===== config.mk =====
export PLATFORM = sky130hd
export DESIGN_NAME = async_fifo_reader
export DESIGN_NICKNAME = d
export VERILOG_FILES = /design/src/rtl/async_fifo_reader.sv
export SDC_FILE = /design/constraint.sdc
export NUM_CORES = 1
export LEC_CHECK = 0
export ABC_AREA = 1
export CORE_MARGIN = 2
export CORE_UTILIZATION = 35
export DETAILED_ROUTE_END_ITERATION = 12
export GPL_ROUTABILITY_DRIVEN = 0
export HOLD_SLACK_MARGIN = 0.1
export PLACE_DENSITY = 0.54
export SLEW_MARGIN = 20
export SYNTH_ARGS = -nofsm -noshare
export SYNTH_HDL_FRONTEND = slang
export SYNTH_SLANG_ARGS = --single-unit

===== constraint.sdc =====
create_clock -name rd_clk -period 2.2 [get_ports rd_clk]
set_input_delay 0.44 -clock rd_clk [delete_from_list [all_inputs] [get_ports rd_clk]]
set_output_delay 0.44 -clock rd_clk [all_outputs]
set_load 0.01 [all_outputs]

===== src/rtl/async_fifo_reader.sv =====
// async_fifo_reader: read-side drain controller for async_fifo (rd_clk domain).
// On start it reads NUM_WORDS words from the FIFO into a capture RAM. It also
// keeps a running checksum and word count. The RAM can be read back through
// cap_addr at any time.
// Optional feature macro: FIFO_READER_THROTTLE_EN adds an rd_gap input. rd_gap
// inserts idle cycles between reads. Without the macro the block reads back-to-back
// whenever the FIFO is not empty.
//
// state | meaning
// ------+---------------------------------------------------------------
// IDLE  | after reset, waiting for start
// RUN   | issuing rd_en until NUM_WORDS reads have been issued
// DRAIN | one cycle for the final captured word to land
// DONE  | drain complete, results held until the next start

module async_fifo_reader #(
    parameter int DATA_W    = 16,
    parameter int CAP_AW    = 5,
    parameter int NUM_WORDS = 32
) (
    input  logic              rd_clk,
    input  logic              reset_n,
    input  logic              start,
    input  logic              empty,
    input  logic [DATA_W-1:0] data_out_fifo,
`ifdef FIFO_READER_THROTTLE_EN
    input  logic [3:0]        rd_gap,
`endif
    output logic              rd_en,
    input  logic [CAP_AW-1:0] cap_addr,
    output logic [DATA_W-1:0] cap_data,
    output logic [CAP_AW:0]   word_count,
    output logic [DATA_W-1:0] checksum,
    output logic              busy,
    output logic              done
);

    localparam int                CNT_W    = CAP_AW + 1;
    localparam int                DEPTH    = 1 << CAP_AW;
    localparam logic [CNT_W-1:0]  NUM_CNT  = CNT_W'(NUM_WORDS);
    localparam logic [CNT_W-1:0]  CNT_ONE  = CNT_W'(1);

    typedef enum logic [1:0] {
        ST_IDLE  = 2'd0,
        ST_RUN   = 2'd1,
        ST_DRAIN = 2'd2,
        ST_DONE  = 2'd3
    } state_t;

    state_t            state_q, state_d;
    logic [CNT_W-1:0]  issued_q, issued_d;
    logic [CNT_W-1:0]  word_count_q, word_count_d;
    logic [DATA_W-1:0] checksum_q, checksum_d;
    logic              cap_vld_q, cap_vld_d;
    logic [DATA_W-1:0] cap_data_q, cap_data_d;
    logic [DATA_W-1:0] mem_q [DEPTH];

    logic start_ok;
    logic gap_ok;
    logic rd_issue;
    logic last_issue;

    // start only counts in IDLE or DONE; pulses during a drain are dropped
    always_comb begin
        start_ok = start && ((state_q == ST_IDLE) || (state_q == ST_DONE));
    end

`ifdef FIFO_READER_THROTTLE_EN
    logic [3:0] rd_gap_q, rd_gap_d;
    logic [3:0] gap_q, gap_d;

    // Gap down-counter: loads the sampled rd_gap on every read, then blocks reads until it reaches zero
    always_comb begin
        rd_gap_d = rd_gap_q;
        gap_d    = gap_q;
        if (start_ok) begin
            rd_gap_d = rd_gap;
            gap_d    = 4'd0;
        end else if (rd_issue) begin
            gap_d = rd_gap_q;
        end else if (gap_q != 4'd0) begin
            gap_d = gap_q - 4'd1;
        end
        gap_ok = (gap_q == 4'd0);
    end

    // Throttle registers
    always_ff @(posedge rd_clk or negedge reset_n) begin
        if (!reset_n) begin
            rd_gap_q <= 4'd0;
            gap_q    <= 4'd0;
        end else begin
            rd_gap_q <= rd_gap_d;
            gap_q    <= gap_d;
        end
    end
`else
    // Unthrottled: a read may be issued on every cycle
    always_comb begin
        gap_ok = 1'b1;
    end
`endif

    // Read issue: never reads while empty, and never reads more than NUM_WORDS
    always_comb begin
        rd_issue   = (state_q == ST_RUN) && !empty && (issued_q < NUM_CNT) && gap_ok;
        last_issue = rd_issue && ((issued_q + CNT_ONE) == NUM_CNT);
    end

    // State register
    always_ff @(posedge rd_clk or negedge reset_n) begin
        if (!reset_n) begin
            state_q <= ST_IDLE;
        end else begin
            state_q <= state_d;
        end
    end

    // Next-state logic
    always_comb begin
        state_d = state_q;
        case (state_q)
            ST_IDLE:  if (start_ok)   state_d = ST_RUN;
            ST_RUN:   if (last_issue) state_d = ST_DRAIN;
            ST_DRAIN:                 state_d = ST_DONE;
            ST_DONE:  if (start_ok)   state_d = ST_RUN;
            default:                  state_d = ST_IDLE;
        endcase
    end

    // Output decode
    always_comb begin
        rd_en = rd_issue;
        busy  = (state_q == ST_RUN) || (state_q == ST_DRAIN);
        done  = (state_q == ST_DONE);
    end

    // Capture datapath: a word returned by the FIFO is counted and summed one cycle after its rd_en
    always_comb begin
        issued_d     = issued_q;
        word_count_d = word_count_q;
        checksum_d   = checksum_q;
        cap_vld_d    = rd_issue;
        if (start_ok) begin
            issued_d     = '0;
            word_count_d = '0;
            checksum_d   = '0;
        end else begin
            if (rd_issue) begin
                issued_d = issued_q + CNT_ONE;
            end
            if (cap_vld_q) begin
                word_count_d = word_count_q + CNT_ONE;
                checksum_d   = checksum_q + data_out_fifo;
            end
        end
    end

    // Datapath registers
    always_ff @(posedge rd_clk or negedge reset_n) begin
        if (!reset_n) begin
            issued_q     <= '0;
            word_count_q <= '0;
            checksum_q   <= '0;
            cap_vld_q    <= 1'b0;
        end else begin
            issued_q     <= issued_d;
            word_count_q <= word_count_d;
            checksum_q   <= checksum_d;
            cap_vld_q    <= cap_vld_d;
        end
    end

    // Capture RAM write port. It has no reset, so the storage stays plain RAM.
    always_ff @(posedge rd_clk) begin
        if (cap_vld_q) begin
            mem_q[word_count_q[CAP_AW-1:0]] <= data_out_fifo;
        end
    end

    // Readback port. It samples the RAM before this edge's write, so a same-address write returns the old word.
    always_comb begin
        cap_data_d = mem_q[cap_addr];
    end

    // Registered readback data
    always_ff @(posedge rd_clk or negedge reset_n) begin
        if (!reset_n) begin
            cap_data_q <= '0;
        end else begin
            cap_data_q <= cap_data_d;
        end
    end

    assign cap_data   = cap_data_q;
    assign word_count = word_count_q;
    assign checksum   = checksum_q;

endmodule


==> summary.txt, run 1 <==
Run status
  • Outcome: complete, no violations

Logic synthesis
  • Register area share after synthesis: 70.5%
  • Post-synthesis adder-cell area fraction: 1.31%
  • Post-synth top area cell: edfxtp_1
  • Mux share of post-synthesis cell area: 0%
  • Synth warn: 0
  • Cell variety after synth: 30
  • Fraction of the mapped netlist area in simple logic gates: 23.4%
  • Synthesized flop and latch total: 559
  • Top cells by area, synth: edfxtp_1 65%, nand2_1 12%, nand3_1 9.5%, dfrtp_1 5.0%, buf_2 1.3%
  • Cell Area, Synth: 0.0235 mm²
  • Main combinational cell family by area after synthesis: simple AND/OR/NAND/NOR gates
  • Avg Cell Area, Syn: 11.3 µm²
  • Synth Area in Compound Gates: 0.794%
  • Cells after Synth: 2,085
  • Synth top area share: 65.5%
  • XOR/XNOR Fraction of Synth Area: 0.149%
  • Syn Nets: 2,134

Timing
  • Worst-Margin Slew: 580 ps
  • Max Clk Rate: 467 MHz
  • Tcrit/Tclk final: 97.4%
  • Clk_skew: 19.9 ps
  • Setup violators final: 0
  • Relative slew slack: 61.3%
  • Final min period: 2140 ps
  • Final hold viol count: 0
  • Final setup margin: 56.5 ps
  • RSZ-0062 raised after global routing: no
  • Setup TNS: 0 ps
  • Fin. max-slew vios: 0

Drt
  • DR WL met2: 31.1 mm
  • Met3 wire length: 4.19 mm
  • Met1 WL: 28.3 mm
  • Antenna Nets Post-Route: 0
  • Total wire length: 65.5 mm
  • WL per Instance: 20.9 µm
  • Remaining DRCs: 0
  • Vias: 15,700
  • 1st-pass router iterations: 5
  • Via/cell ratio: 5.01
  • DRT iter0 DRCs: 1,289
  • Highest metal used: met4

Finish
  • Non-filler cells, final: 3,140
  • Total Nets Final: 2,275
  • Share of layout cells above drive strength 1: 10.8%
  • Most frequent cells in the layout: 772 x nand2_1, 512 x edfxtp_1, 445 x nand3_1, 75 x buf_4, 59 x clkbuf_16
  • Most common library cell in the layout ignoring fill and taps: nand2_1
  • Layout area overhead: 19.6%

Pwr
  • Net Sw Power: 6.52 mW
  • Peak supply drop: 0.766 mV
  • Comb pwr share: 13.4%
  • Part of the power in the clock network: 38.5%
  • Switching Fraction: 25.6%
  • Internal power: 18.9 mW
  • Sequential share of power: 48.1%
  • Leak Pwr: 10.7 nW
  • Cell Pwr Density: 907 mW/mm²

Floorplan
  • Die H: 263 µm
  • Ports: 66
  • Row count: 94
  • Core ar.: 0.0661 mm²
  • Die area: 0.0692 mm²
  • Die width: 263 µm
  • Initial Util: 35.5%

Worst setup path
  • Slowest cell on the critical path: clkdlybuf4s50_1
  • Critical Path AT: 1700 ps
  • Crit. End Element: output pin
  • Buffers & Inverters on Critical Path: 1
  • Crit-path cells: clkdlybuf4s50_1
  • CP Launch Type: flip-flop
  • CP peak stage delay: 600 ps
  • Critical Path Fanout Max: 3
  • Setup CP Type: flip-flop to output pin
  • Req. time, crit path: 1760 ps
  • Delay-heaviest family, CP: buffers and inverters

Clock tree
  • Clock sinks: 559
  • CTS tree: built
  • Worst-case clock buffer depth: 3
  • CTS clk-pin slew, worst paths: 60 ps
  • Clk Latency, worst-skew pair: 620 ps
  • Root Driver: clkbuf_16
  • Total CTS buffers: 57
  • H-tree lvl count: 2
  • Post-CTS Setup Bufs: 0

Min path
  • HP Class: primary input to asynchronous set/reset pin

Placement
  • # port buffers: 65
  • HPWL after DPL: 39.4 mm
  • DP Cell Count: 3,030
  • Place WS: -172 ps

GRT
  • Number of global-route vias before repair: 15,300
  • Largest net degree at the start of global routing: 59
  • Overflow after GRT: 0
  • Total GRT Usage: 18.9%
  • Global-route wire length before repair: 97.7 mm
  • Antenna violations before repair: 3

Flow run
  • Max Cap Violations: 0
## cells in the mapped netlist
library cell	count
dfrtp_1	47
or2_2	3
buf_6	17
a2111oi_0	1
fa_1	1
nor2_1	48
xor2_1	4
a22o_1	2
o21ai_0	10
inv_4	1
ha_1	23
edfxtp_1	512
buf_1	7
clkbuf_1	11
and3_1	1
nand3b_1	2
and2_1	17
nand2_1	772
inv_1	55
o31ai_1	1
nor2_2	1
inv_2	1
nand3_1	445
nor3_1	6
a32o_1	1
nand4_1	2
buf_2	60
a21oi_1	17
a21o_1	1
buf_4	16
## layout make-up
cell class	instances	area (µm²)
inverters	57	221
multi-input cells	1358	6060
repair buffers	193	2260
flip-flops and latches	559	16600
clock inverters	40	348
clock buffers	68	1550
diodes	1	2.50
fillers	6146	38000
well taps	864	1080
## metal layers
layer / global-route usage, % / up-vias
met5: 0 / -
met4: 6.53 / 0
met3: 3.46 / 91
met2: 30.9 / 492
met1: 25.4 / 7646
li1: - / 7501
## power by group through the flow
stage	Clock, mW	Sequential [mW]	Combinational, mW
5_1_grt	10.4	12.3	3.80
3_3_place_gp	0	12.5	3.43
2_1_floorplan	0	12.4	1.80
4_1_cts	10.0	12.3	3.45
6_report	9.80	12.2	3.42
3_5_place_dp	0	12.5	3.46
## path summary, 6_finish.rpt
kind / start / to / slack [ps] / cells after the start
min in group rd_clk: word_count[5]$_DFFE_PN0P_ / word_count[5]$_DFFE_PN0P_ / 480 / 1
max in group asynchronous: reset_n / cap_data[0]$_DFF_PN0_ / 1140 / 3
worst max register to register: word_count[0]$_DFFE_PN0P_ / mem_q[28][3]$_DFFE_PP_ / 220 / 5
worst min-delay path: reset_n / word_count[0]$_DFFE_PN0P_ / 370 / 2
worst min register to register: word_count[5]$_DFFE_PN0P_ / word_count[5]$_DFFE_PN0P_ / 480 / 1
worst max-delay path: checksum[8]$_DFFE_PN0P_ / checksum[8] / 60 / 1
## kinds of logic (layout without fill, tap and decap cells)
family          after synthesis  after routing
compound gates               33             33
xor+xnor                      4              4
fa+ha+maj                    24             24
buf+inv                     168            358
flops                       559            559
other cells                   0              1
simple gates               1297           1297
## stage by stage
step / area [µm²] / util [%] / power, mW / hold slack [ps]
4_1_cts: 28100 / 42.5 / 25.7 / 348
2_1_floorplan: 23500 / - / 14.2 / 144
3_5_place_dp: 26200 / 39.6 / 15.9 / 463
3_3_place_gp: 26200 / 39.6 / 15.9 / 459
5_1_grt: 28100 / 42.5 / 26.5 / 392
6_report: 28100 / 42.5 / 25.5 / 369
## sequential cells by signal (all words and copies together) (netlist names)
name and cells:
mem_q 512, cap_data 16, checksum 16, issued_q 6
word_count 6, state_q 2, cap_vld_q 1
## timing repair
item | 4_1_cts | 5_1_grt
hold endpoints to repair | 18 | 0
hold buffers | 1 | 0
setup endpoints to repair | 11 | 2
gates resized for setup | 14 | 3
No activity file was read; power rests on OpenSTA's default activity.
==> run 2, diff against run 1 <==
Settings changed: SETUP_SLACK_MARGIN set to 0.2.
==> run 2 against run 1 <==
  * Maximum frequency increased by 9.0%
  * Sequential power about the same
  * First-iteration DRC count rose by 0.54%
  * Highest routed layer unchanged
==> summary.txt, run 2 (same netlist as run 1, synthesis figures left out) <==
Run status
  • Outcome: complete, no violations

Timing
  • Fin. max-slew vios: 0 (unchanged)
  • Hold slack: 367 ps (-1.70 ps)
  • Max Clk Rate: 509 MHz (+9.0%)
  • Clk_skew: 18.9 ps (-1.00 ps)
  • RSZ-0062 raised after global routing: yes
  • Worst-Margin Slew: 569 ps (-10.6 ps)
  • Final hold viol count: 0 (unchanged)
  • Tcrit/Tclk final: 89.4% (-8.1 points)
  • Setup TNS: 0 ps (unchanged)
  • Final min period: 1970 ps (-178 ps)
  • Setup violators final: 0 (unchanged)
  • Final setup margin: 234 ps (+178 ps)
  • Relative slew slack: 62.1% (+0.71 points)

Floorplan
  • Die H: 263 µm (unchanged)
  • Die width: 263 µm (unchanged)
  • Core ar.: 0.0661 mm² (unchanged)
  • Row count: 94 (unchanged)
  • Ports: 66 (unchanged)
  • Initial Util: 35.5% (unchanged)
  • Die area: 0.0692 mm² (unchanged)

Clock tree
  • Root Driver: clkbuf_16
  • Worst-case clock buffer depth: 3 (unchanged)
  • Total CTS buffers: 57 (unchanged)
  • Clk Latency, worst-skew pair: 620 ps (about the same)
  • CTS tree: built
  • CTS clk-pin slew, worst paths: 60 ps (about the same)
  • H-tree lvl count: 2 (unchanged)
  • Clock sinks: 559 (unchanged)

Pwr
  • Internal power: 19.0 mW (+0.23%)
  • Comb pwr share: 13.8% (+0.4 points)
  • Sequential share of power: 47.9% (-0.2 points)
  • Total Power: 25.6 mW (+0.39%)
  • Leak Pwr: 10.8 nW (+1.3%)
  • Part of the power in the clock network: 38.3% (-0.2 points)
  • Cell Pwr Density: 908 mW/mm² (about the same)
  • Peak supply drop: 0.728 mV (-5.0%)
  • Switching Fraction: 25.7% (+0.12 points)
  • Net Sw Power: 6.58 mW (+0.87%)

Drt
  • Total wire length: 65.8 mm (+0.40%)
  • WL per Instance: 20.9 µm (about the same)
  • 1st-pass router iterations: 7 (+2)
  • Via/cell ratio: 5.01 (about the same)
  • Antenna Nets Post-Route: 0 (unchanged)
  • DRT iter0 DRCs: 1,296 (+0.54%)
  • Remaining DRCs: 0 (unchanged)
  • Vias: 15,800 (+0.27%)

GRT
  • Antenna violations before repair: 3 (unchanged)
  • Total GRT Usage: 18.9% (+0.039 points)
  • Met3 global-route usage: 3.46% (unchanged)
  • Global-route wire length before repair: 97.9 mm (+0.23%)
  • Met2 GRT Util: 31.0% (+0.11 points)
  • Overflow after GRT: 0 (unchanged)
  • Largest net degree at the start of global routing: 59 (unchanged)
  • GRT Max-Usage Layer: met2
  • GRT met1 Usage: 25.4% (+0.029 points)
  • Number of global-route vias before repair: 15,400 (+0.41%)

Min path
  • HP Class: primary input to asynchronous set/reset pin

Worst setup path
  • Critical Path Fanout Max: 3 (unchanged)
  • Crit path capture: rd_en
  • Crit path from: state_q[1]$_DFFE_PN0P_
  • Setup CP Type: flip-flop to output pin
  • Slowest cell on the critical path: dfrtp_1
  • Reg-to-Reg Start: word_count[1]$_DFFE_PN0P_
  • Reg2Reg Depth: 5 (unchanged)
  • Crit. End Element: output pin
  • Crit-path cells: inv_2, ha_4, nand2_4, nor2_4, buf_6
  • Buffers & Inverters on Critical Path: 2 (+1)
  • Flop2flop setup slack: 350 ps (+130 ps)
  • Critical Path AT: 1530 ps (-170 ps)
  • Delay-heaviest family, CP: flip-flops
  • CP peak stage delay: 400 ps (-200 ps)
  • CP Launch Type: flip-flop
  • RR Endpoint: mem_q[21][4]$_DFFE_PP_
  • Req. time, crit path: 1760 ps (about the same)
  • WP depth: 5 (+4)

Finish
  • Design Area, Final: 0.0282 mm² (+0.31%)
  • Most frequent cells in the layout: 769 x nand2_1, 512 x edfxtp_1, 445 x nand3_1, 84 x buf_4, 59 x clkbuf_16
  • Layout area overhead: 20.0%
  • Share of layout cells above drive strength 1: 11.7% (+0.92 points)
  • Total Nets Final: 2,284 (+0.40%)
  • Most common library cell in the layout ignoring fill and taps: nand2_1
  • Max reg flops: 512 (unchanged)

Placement
  • DP Area: 0.0262 mm² (unchanged)
  • HPWL after DPL: 39.4 mm (unchanged)
  • Place WS: -172 ps (unchanged)
  • # port buffers: 65 (unchanged)

Flow run
  • Max Cap Violations: 0 (unchanged)
[run 2: area by class of cell]
type,count,area [µm²]
Fill cell,6157,37900
Antenna cell,3,7.51
Clock buffer,68,1550
Inverter,57,221
Multi-Input combinational cell,1358,6090
Timing Repair Buffer,202,2300
Tap cell,864,1080
Clock inverter,40,348
Sequential cell,559,16600
[run 2: worst min-delay path by stage]
stage	startpoint	to	slack [ps]	cells past startpoint
2_1_floorplan	reset_n	cap_data[0]$_DFF_PN0_	140	0
3_3_place_gp	reset_n	issued_q[1]$_DFFE_PN0P_	460	1
3_5_place_dp	reset_n	issued_q[1]$_DFFE_PN0P_	460	1
4_1_cts	reset_n	word_count[0]$_DFFE_PN0P_	350	2
5_1_grt	reset_n	word_count[2]$_DFFE_PN0P_	390	2
6_report	reset_n	word_count[1]$_DFFE_PN0P_	370	2
[run 2: repair_timing]
action,in CTS,in global routing
hold buffers,1,0
endpoints found under the hold margin,18,0
setup buffers,9,0
gates resized for setup,55,9
pin swaps,0,2
setup endpoints to repair,29,19
[run 2: power groups by stage]
stage	Combinational (mW)	Sequential, mW	Clock, mW
3_3_place_gp	3.43	12.5	0
6_report	3.53	12.2	9.80
3_5_place_dp	3.46	12.5	0
2_1_floorplan	1.80	12.4	0
4_1_cts	3.51	12.2	10.0
5_1_grt	3.91	12.3	10.4
[run 2: routing by layer]
layer,vias up,wire length [µm]
li1,7520,-
met3,94,3940
met1,7693,28600
met4,0,1940
met5,-,0
met2,466,31300
[run 2: stage by stage]
step / util [%] / instances
4_1_cts: 42.6 / 3148
3_3_place_gp: 39.6 / 3030
6_report: 42.6 / 3151
3_5_place_dp: 39.6 / 3030
5_1_grt: 42.6 / 3148
2_1_floorplan: - / 2085
==> run 3, diff against run 2 <==
Settings changed: CAP_MARGIN set to 20.
==> results of run 3 <==
The final DEF is identical to that of run 2; final timing and power are the same.
==> RTL edit, RTL diff (settings of run 1) <==
`checksum_q` no longer has a reset.
--- a/src/rtl/async_fifo_reader.sv
+++ b/src/rtl/async_fifo_reader.sv
@@ -161,14 +161,16 @@
         if (!reset_n) begin
             issued_q     <= '0;
             word_count_q <= '0;
-            checksum_q   <= '0;
             cap_vld_q    <= 1'b0;
         end else begin
             issued_q     <= issued_d;
             word_count_q <= word_count_d;
-            checksum_q   <= checksum_d;
             cap_vld_q    <= cap_vld_d;
         end
+    end
+
+    always_ff @(posedge rd_clk) begin
+        checksum_q <= checksum_d;
     end
 
     // Capture RAM write port. It has no reset, so the storage stays plain RAM.
Function: differs if reset_n is asserted again (counterexample within 4 cycles, from zero or initial values and one cycle with reset_n low); with reset_n held inactive, the same outputs for 4 cycles.
==> RTL edit against run 1 <==
- via count up 2.7%
- area after synthesis is essentially flat
- global-route usage increased by 0.89 points
- total power increased by 4.7%
- die area hardly changed
- final cell count is 1.1% higher
- sequential cell count stayed put
- cell area is 0.58% lower
- setup slack lost 0.012 ns
- routed wire length is 5.4% higher
- critical endpoint is now checksum[1]
==> RTL edit: results (changes against run 1) <==
outcome=complete, no violations; Synth Area in Adders=1.31% (about the same); share of cells above drive strength 1=11.5% (+0.66 points); critical path launch point=checksum[1]$_SDFFE_PP0P_; met3 routed WL=3610 um (-14%); Cell Count, Final, Fillers Out=3173 (+1.1%); GR Util met1=26.7% (+1.3 points); initial antenna violation count=0 (-3); largest net degree at the start of global routing=65 (+10%); sequential share of the synthesized area=70.1% (-0.37 points); first-pass GRT wire length=103000 um (+4.9%); Resize count post-CTS=18 (+4); synth top area cells=edfxtp_1 65%, nand2_1 11%, nand3_1 7.5%; routed via count=16147 (+2.7%); worst setup margin=0.0443 ns (-0.0122 ns); HP Class=input port to async pin; Worst R2R Start=word_count[1]$_DFFE_PN0P_; Pleak=10.6 nW (-0.10%); Post-synth top cells=714 x nand2_1, 512 x edfxtp_1, 350 x nand3_1, 109 x a21oi_1, 93 x nor2_1; Yosys cell types=33 (+10%); Synth Instances=2094 (+0.43%); Antenna diodes=0 (-1); worst-path fanout max=4 (+1); Synth Area in XOR/XNOR=0.298% (+0.15 points); R2R Setup Slk=0.24 ns (+0.02 ns); area post-placement=0.0260 mm^2 (-0.72%); Data arrival, critical path=1.72 ns (+0.02 ns); number of global-route vias before repair=15479 (+1.2%); routed wl met2=33600 um (+8.1%); Total Routing Usage GR=19.8% (+0.89 points); Iter 0 DRT Violations=1732 (+34%); 1st-pass router iterations=6 (+1); Max VDD drop=686 uV (-10%); GR Util met2=33.2% (+2.3 points); Reg-to-Reg End=mem_q[12][12]$_DFFE_PP_; worst hold slack=0.376 ns (+0.00670 ns); crit path to=checksum[1]; post-synthesis async set-or-reset flop share=5.55% (-2.9 points); FILL cells=6253 (+1.7%); M3 GR Usage=2.36% (-1.1 points); port bufs=65 (unchanged)
RTL edit: cell types whose count changed after synthesis, sizes merged, moves of 3 or more:
cell / run 1 / this run
clkbuf: 11 / 27
nand2: 772 / 714
inv: 57 / 73
nor2: 49 / 93
a21oi: 17 / 109
dfrtp: 47 / 31
nand3: 445 / 350
dfxtp: 0 / 16
buf: 100 / 87
o31ai: 1 / 16
nor3: 6 / 9
xnor2: 0 / 3
and2: 17 / 1
RTL edit: layout make-up:
cell class	instances	area, um^2	share of cell area [%]
sequential	559	16500	59.0
clock inverter	33	310	1.11
clock buffer	74	1600	5.74
inverter	75	289	1.04
timing repair buffer	222	2130	7.64
multi-input combinational	1346	6020	21.6
tap	864	1080	3.87
RTL edit: where the power goes:
part | switching, mW | leakage, nW | internal, mW
clock network | 4.14 | 0.922 | 5.72
registers | 0.352 | 5.12 | 12.0
logic | 2.78 | 4.60 | 1.68
total | 7.28 | 10.6 | 19.4
